### config.mk
export PLATFORM = sky130hd
export DESIGN_NAME = gyro_sample_fetch
export DESIGN_NICKNAME = d
export VERILOG_FILES = /design/src/rtl/gyro_sample_fetch.sv
export SDC_FILE = /design/constraint.sdc
export NUM_CORES = 1
export LEC_CHECK = 0
export ABC_AREA = 1
export CAP_MARGIN = 20
export CORE_MARGIN = 5
export CORE_UTILIZATION = 59
export CTS_BUF_LIST = sky130_fd_sc_hd__clkbuf_16
export DETAILED_ROUTE_END_ITERATION = 8
export PLACE_DENSITY = 0.79
export SLEW_MARGIN = 5
export SYNTH_ARGS = -nofsm -noshare
export SYNTH_HDL_FRONTEND = slang
export SYNTH_SLANG_ARGS = --single-unit
### constraint.sdc
create_clock -name clk -period 2.9 [get_ports clk]
set_clock_uncertainty 0.2 [all_clocks]
set_input_delay 0.58 -clock clk [delete_from_list [all_inputs] [get_ports clk]]
set_output_delay 0.58 -clock clk [all_outputs]
set_load 0.03 [all_outputs]
### src/rtl/gyro_sample_fetch.sv
// gyro_sample_fetch
// -----------------
// Pairs the MPU6050 gyro high/low register bytes coming from the I2C reader
// into a signed 16-bit sample. After reset or a recal request, the block averages
// 2^CAL_SHIFT samples to find the zero-rate offset. It then outputs each later
// sample minus that offset. The subtraction saturates to the 16-bit signed range.
//
// Optional feature macro: GYRO_DEADBAND_EN
//   When it is defined, corrected results with |result| <= DEADBAND are output
//   as zero. The is_read strobe is still issued for those results.
//
// Ports:
//   clk         system clock
//   rst         asynchronous reset, active-high
//   byte_in     data byte from the I2C reader
//   byte_valid  byte_in is valid this cycle
//   byte_sof    with byte_valid: byte_in is the high byte (GYRO_xOUT_H)
//   recal       single-cycle request to restart offset calibration
//   G           offset-corrected signed gyro sample (held between strobes)
//   is_read     one-cycle strobe, G valid while high
//   calib_done  high once a valid offset is in use
//   gy_offset   current signed offset (debug)

module gyro_sample_fetch #(
    parameter int CAL_SHIFT = 8,
    parameter int DEADBAND  = 4
) (
    input  logic        clk,
    input  logic        rst,
    input  logic [7:0]  byte_in,
    input  logic        byte_valid,
    input  logic        byte_sof,
    input  logic        recal,
    output logic [15:0] G,
    output logic        is_read,
    output logic        calib_done,
    output logic [15:0] gy_offset
);

    localparam int ACC_W = 16 + CAL_SHIFT;

    localparam logic [0:0] ST_CALIB = 1'b0;
    localparam logic [0:0] ST_RUN   = 1'b1;

`ifdef GYRO_DEADBAND_EN
    localparam logic DB_EN = 1'b1;
`else
    localparam logic DB_EN = 1'b0;
`endif
    localparam logic signed [16:0] DB_LIM = 17'(DEADBAND);

    localparam logic [CAL_SHIFT-1:0] CNT_ONE = CAL_SHIFT'(1'b1);

    // Compute a - b in 17 bits and clamp the result to [-32768, 32767].
    function automatic logic [15:0] sat_sub(input logic [15:0] a, input logic [15:0] b);
        logic [16:0] d;
        logic [15:0] res;
        d = {a[15], a} - {b[15], b};
        if (d[16] != d[15]) begin
            res = d[16] ? 16'h8000 : 16'h7FFF;
        end else begin
            res = d[15:0];
        end
        return res;
    endfunction

    // Replace small magnitudes with zero when the deadband option is built in.
    function automatic logic [15:0] apply_deadband(input logic [15:0] v);
        logic signed [16:0] sv;
        logic [15:0]        res;
        sv = $signed({v[15], v});
        if (DB_EN && (sv <= DB_LIM) && (sv >= -DB_LIM)) begin
            res = 16'h0000;
        end else begin
            res = v;
        end
        return res;
    endfunction

    logic [7:0]             hi_r;
    logic                   have_hi_r;
    logic [0:0]             state_r;
    logic signed [ACC_W-1:0] acc_r;
    logic [CAL_SHIFT-1:0]   cnt_r;
    logic [15:0]            g_r;
    logic                   is_read_r;
    logic                   calib_done_r;
    logic [15:0]            offset_r;

    logic                   pair_done_s;
    logic [15:0]            raw_s;
    logic signed [ACC_W-1:0] acc_sum_s;
    logic                   last_sample_s;
    logic [15:0]            corr_s;

    assign pair_done_s   = byte_valid & ~byte_sof & have_hi_r;
    assign raw_s         = {hi_r, byte_in};
    assign acc_sum_s     = acc_r + $signed({{CAL_SHIFT{raw_s[15]}}, raw_s});
    // The counter only has to reach 2^CAL_SHIFT-1, so all-ones marks the final sample.
    assign last_sample_s = &cnt_r;
    assign corr_s        = apply_deadband(sat_sub(raw_s, offset_r));

    // Byte pairing: remember the most recent high byte until a low byte closes the pair.
    always_ff @(posedge clk or posedge rst) begin
        if (rst) begin
            hi_r      <= 8'h00;
            have_hi_r <= 1'b0;
        end else if (byte_valid && byte_sof) begin
            hi_r      <= byte_in;
            have_hi_r <= 1'b1;
        end else if (pair_done_s) begin
            have_hi_r <= 1'b0;
        end else begin
            have_hi_r <= have_hi_r;
        end
    end

    // Calibration/run control. A recal request overrides any pair that arrives in the same cycle.
    always_ff @(posedge clk or posedge rst) begin
        if (rst) begin
            state_r      <= ST_CALIB;
            acc_r        <= '0;
            cnt_r        <= '0;
            g_r          <= 16'h0000;
            is_read_r    <= 1'b0;
            calib_done_r <= 1'b0;
            offset_r     <= 16'h0000;
        end else begin
            is_read_r <= 1'b0;
            if (recal) begin
                state_r      <= ST_CALIB;
                calib_done_r <= 1'b0;
                acc_r        <= '0;
                cnt_r        <= '0;
            end else begin
                case (state_r)
                    ST_CALIB: begin
                        if (pair_done_s) begin
                            if (last_sample_s) begin
                                // Upper 16 bits of the sum: arithmetic shift, rounds toward -inf.
                                offset_r     <= acc_sum_s[ACC_W-1:CAL_SHIFT];
                                acc_r        <= '0;
                                cnt_r        <= '0;
                                calib_done_r <= 1'b1;
                                state_r      <= ST_RUN;
                            end else begin
                                acc_r <= acc_sum_s;
                                cnt_r <= cnt_r + CNT_ONE;
                            end
                        end
                    end
                    ST_RUN: begin
                        if (pair_done_s) begin
                            g_r       <= corr_s;
                            is_read_r <= 1'b1;
                        end
                    end
                    default: begin
                        state_r <= ST_CALIB;
                    end
                endcase
            end
        end
    end

    assign G          = g_r;
    assign is_read    = is_read_r;
    assign calib_done = calib_done_r;
    assign gy_offset  = offset_r;

endmodule

==> metrics.cfg <==
[clock_network]
cts-root-buf=clkbuf_16
cts-hold-fix-buffers=0
clock-sinks=76
h-tree-depth=3
cts_resized=0
postCtsSetupBuffers=0
cts_tree=built
cts_made_buffers=9
clock_path_buffers=2
clock_latency_ns=0.34
cts.clk_slew.worst_paths_ns=0.06

[worst_setup_path]
cpMostUsedCell=nand2_1
cpMaxStageDelayCell=clkdlybuf4s50_1
r2r-end=G[14]
cp_slowest_stage_delay_ns=0.44
cp_num_cells=16
reg2reg_depth=12
timing.rr.start=hi_r[7]
critPathTopFamily=buffers and inverters
path_class=primary input to register
required_ns=2.92
crit_arrival_ns=2.76
cp-start-kind=primary input
cp-end-kind=register
ff2ff_setup_slack_ns=0.40
path_max_fanout=15
crit_chain=clkdlybuf4s50_1, inv_1, ha_1, inv_1, fa_1, nand3_1, nand3_2, nand2_1, nand2_2, nand2_1, nand2_1, nand2_1, nand2_2, a21oi_4, buf_12, a21oi_1
crit_buf_inv=4

[layout]
finalNetCount=878
n_fill_cell=688
regArea_um2=1900
final_core_util_pct=72.0
area_growth_syn_to_layout_pct=21.0
antenna_cells=0
multi_input_area_um2=3070
drive_gt1_share_pct=12.7

[synthesis]
async_reset_ff_share_pct=100
synthAdderAreaFrac_pct=9.98
synth_compound_gate_area_share_pct=12.6
netlist_instances=742
synth-simple-area-share_pct=29.6
synth_area_leaders=dfrtp_1 35%, nand2_1 15%, ha_1 9.2%
synth_top_area_cell=dfrtp_1
synth_top_area_share_pct=35.1
synth_nets=797
synthMuxAreaShare_pct=1.25
synth_commonest_cells=222 x nand2_1, 97 x inv_1, 76 x dfrtp_1
ys_types=40
syn_area_um2=5420
yosysSeqAreaShare_pct=35.1
synth_edf_count=0
yosys_warnings=0
ys_ff_latch=76
yosysMostFrequentCell=nand2_1
ys.flop_type=dfrtp_1
avgSynthCellArea_um2=7.30
synth_xor_area_share_pct=3.07
synth_top_family_by_area=simple AND/OR/NAND/NOR gates

[run]
drv_cap=0

[placement]
place.gp.congestion=0.934
port_buffers=46
place_hpwl_um=10900
dp_slack_ns=-0.175

[global_route]
antenna_found_initial=0
grt_pass1_wl_um=23600
track_usage_pct=26.2
grt_overflow=0
grt_pass1_vias=5245
grt_max_degree=60

[power_and_ir_drop]
seqPwrFrac_pct=37.0
switchingPower_uw=1040
vdd_drop_max_v=0.000270
p_comb_share_pct=26.0
p_leak_uw=0.00342
sw_frac_of_total_pct=33.2
p_per_area_nw_per_um2=479
pwr-share-clk_pct=37.0
power_uw=3140
internal_power_uw=2100

[drt]
vias=5233
drt-total-wl_um=13900
drc=0
wire_per_inst_um=14.8
ant_nets=0
drtPass1Iterations=6
routed_via_density=5.57
drt_iter0_markers=335

[timing]
max-slew-margin-rel_pct=63.4
hold_viol=0
fin_crit_sh_pct=94.5
fin_ws_ns=0.158
rsz0062_at_grt=no
setup_violations=0
drv_slew=0
fin_crit_ns=2.74
fmaxAchievable_mhz=365
worst_slew_pin_slew_ns=0.548

[die]
initial_core_util_pct=59.5
ios=47
fp.dieW_um=106
coreArea_um2=9110
rows=35
die_h_um=106
dieArea_um2=11200

[min_path]
whs_endpoint=acc_r[20]
min_from=acc_r[20]
hp-class=register to register
holdPathStages=2

[outcome]
outcome=finished, final reports clean

worst max path at each step:
stage,start,endpoint
CTS,byte_in[0],acc_r[22]
floorplan,rst,G[0]
detailed placement,byte_in[0],acc_r[22]
global route,byte_in[0],G[13]
global placement,byte_in[0],G[12]
finish,byte_in[0],G[14]
layer usage:
layer  GRT usage [%]  part of all wire [%]
met4            9.99                   3.8
met5               0                     0
met3            5.88                   6.6
met1            31.0                    41
met2            46.1                    49
worst register-to-register path, cell delays in order, from the launching register on:
cell	delay, ns
dfrtp_1	0.66
ha_1	0.43
nand2_2	0.14
inv_1	0.04
nand2_1	0.06
nand2_1	0.06
a21oi_2	0.15
nand2_1	0.09
nand2_1	0.07
nand2_2	0.07
a21oi_4	0.17
buf_12	0.16
a21oi_1	0.08
placed cells by master, fill, tap and decap left out, types with 2 or more instances in the layout:
| cell | Yosys | routed |
|---|---|---|
| a21o_1 | 3 | 3 |
| a21oi_1 | 37 | 37 |
| a21oi_2 | 15 | 15 |
| a21oi_4 | 2 | 2 |
| a22o_1 | 2 | 2 |
| buf_12 | 1 | 3 |
| buf_4 | 0 | 31 |
| clkbuf_16 | 0 | 9 |
| clkdlybuf4s50_1 | 0 | 46 |
| dfrtp_1 | 76 | 76 |
| fa_1 | 2 | 2 |
| ha_1 | 40 | 40 |
| inv_1 | 97 | 96 |
| inv_2 | 6 | 7 |
| inv_6 | 0 | 4 |
| mux2_2 | 6 | 6 |
| nand2_1 | 222 | 222 |
| nand2_2 | 15 | 15 |
| nand3_1 | 49 | 49 |
| nand3_2 | 2 | 2 |
| nand3b_1 | 4 | 4 |
| nand4_1 | 8 | 8 |
| nor2_1 | 55 | 55 |
| nor2_2 | 2 | 2 |
| nor3_1 | 5 | 5 |
| nor3_2 | 2 | 2 |
| nor4_1 | 5 | 5 |
| o21a_1 | 4 | 4 |
| o21ai_0 | 35 | 35 |
| o21ai_1 | 5 | 4 |
| o21bai_1 | 4 | 4 |
| o22ai_1 | 2 | 2 |
| or2_2 | 2 | 2 |
| xnor2_1 | 9 | 9 |
| xor2_1 | 10 | 10 |
logic make-up after synthesis:
family / after synthesis
adder cells (fa/ha/maj): 42
multiplexers: 6
AO/OA/AOI/OAI: 112
XOR/XNOR: 19
flip-flops: 76
AND/OR/NAND/NOR: 374
buffers and inverters: 113
power by group through the flow:
stage	clock, µW	sequential, µW	combinational [µW]
finish	1160	1160	815
global route	1220	1170	918
global placement	0	1180	780
CTS	1180	1160	809
floorplan	0	1180	582
detailed placement	0	1180	802
state kept, by name, summed over array words and instances, names as in the netlist:
signal	count
hi_r	8
acc_r	24
state_r	1
have_hi_r	1
G	16
is_read	1
calib_done	1
gy_offset	16
cnt_r	8
layout make-up:
type,count,share of cell area [%]
multi-input cells,553,46.8
clock buffers,9,3.44
clock inverters,7,1.24
flip-flops and latches,76,29.0
inverters,103,5.90
well taps,111,2.12
repair buffers,80,11.5
stage by stage:
| step | cell area [µm²] | setup TNS, ns | instances | hold WS (ns) |
|---|---|---|---|---|
| after floorplan | 5420 | 0 | 742 | 0.246 |
| after global placement | 6240 | -2.00 | 923 | 0.268 |
| after detailed placement | 6240 | -3.58 | 923 | 0.272 |
| after CTS | 6550 | 0 | 939 | 0.290 |
| after global routing | 6550 | 0 | 939 | 0.315 |
| final | 6550 | 0 | 939 | 0.285 |
No activity file was read; power rests on OpenSTA's default activity.
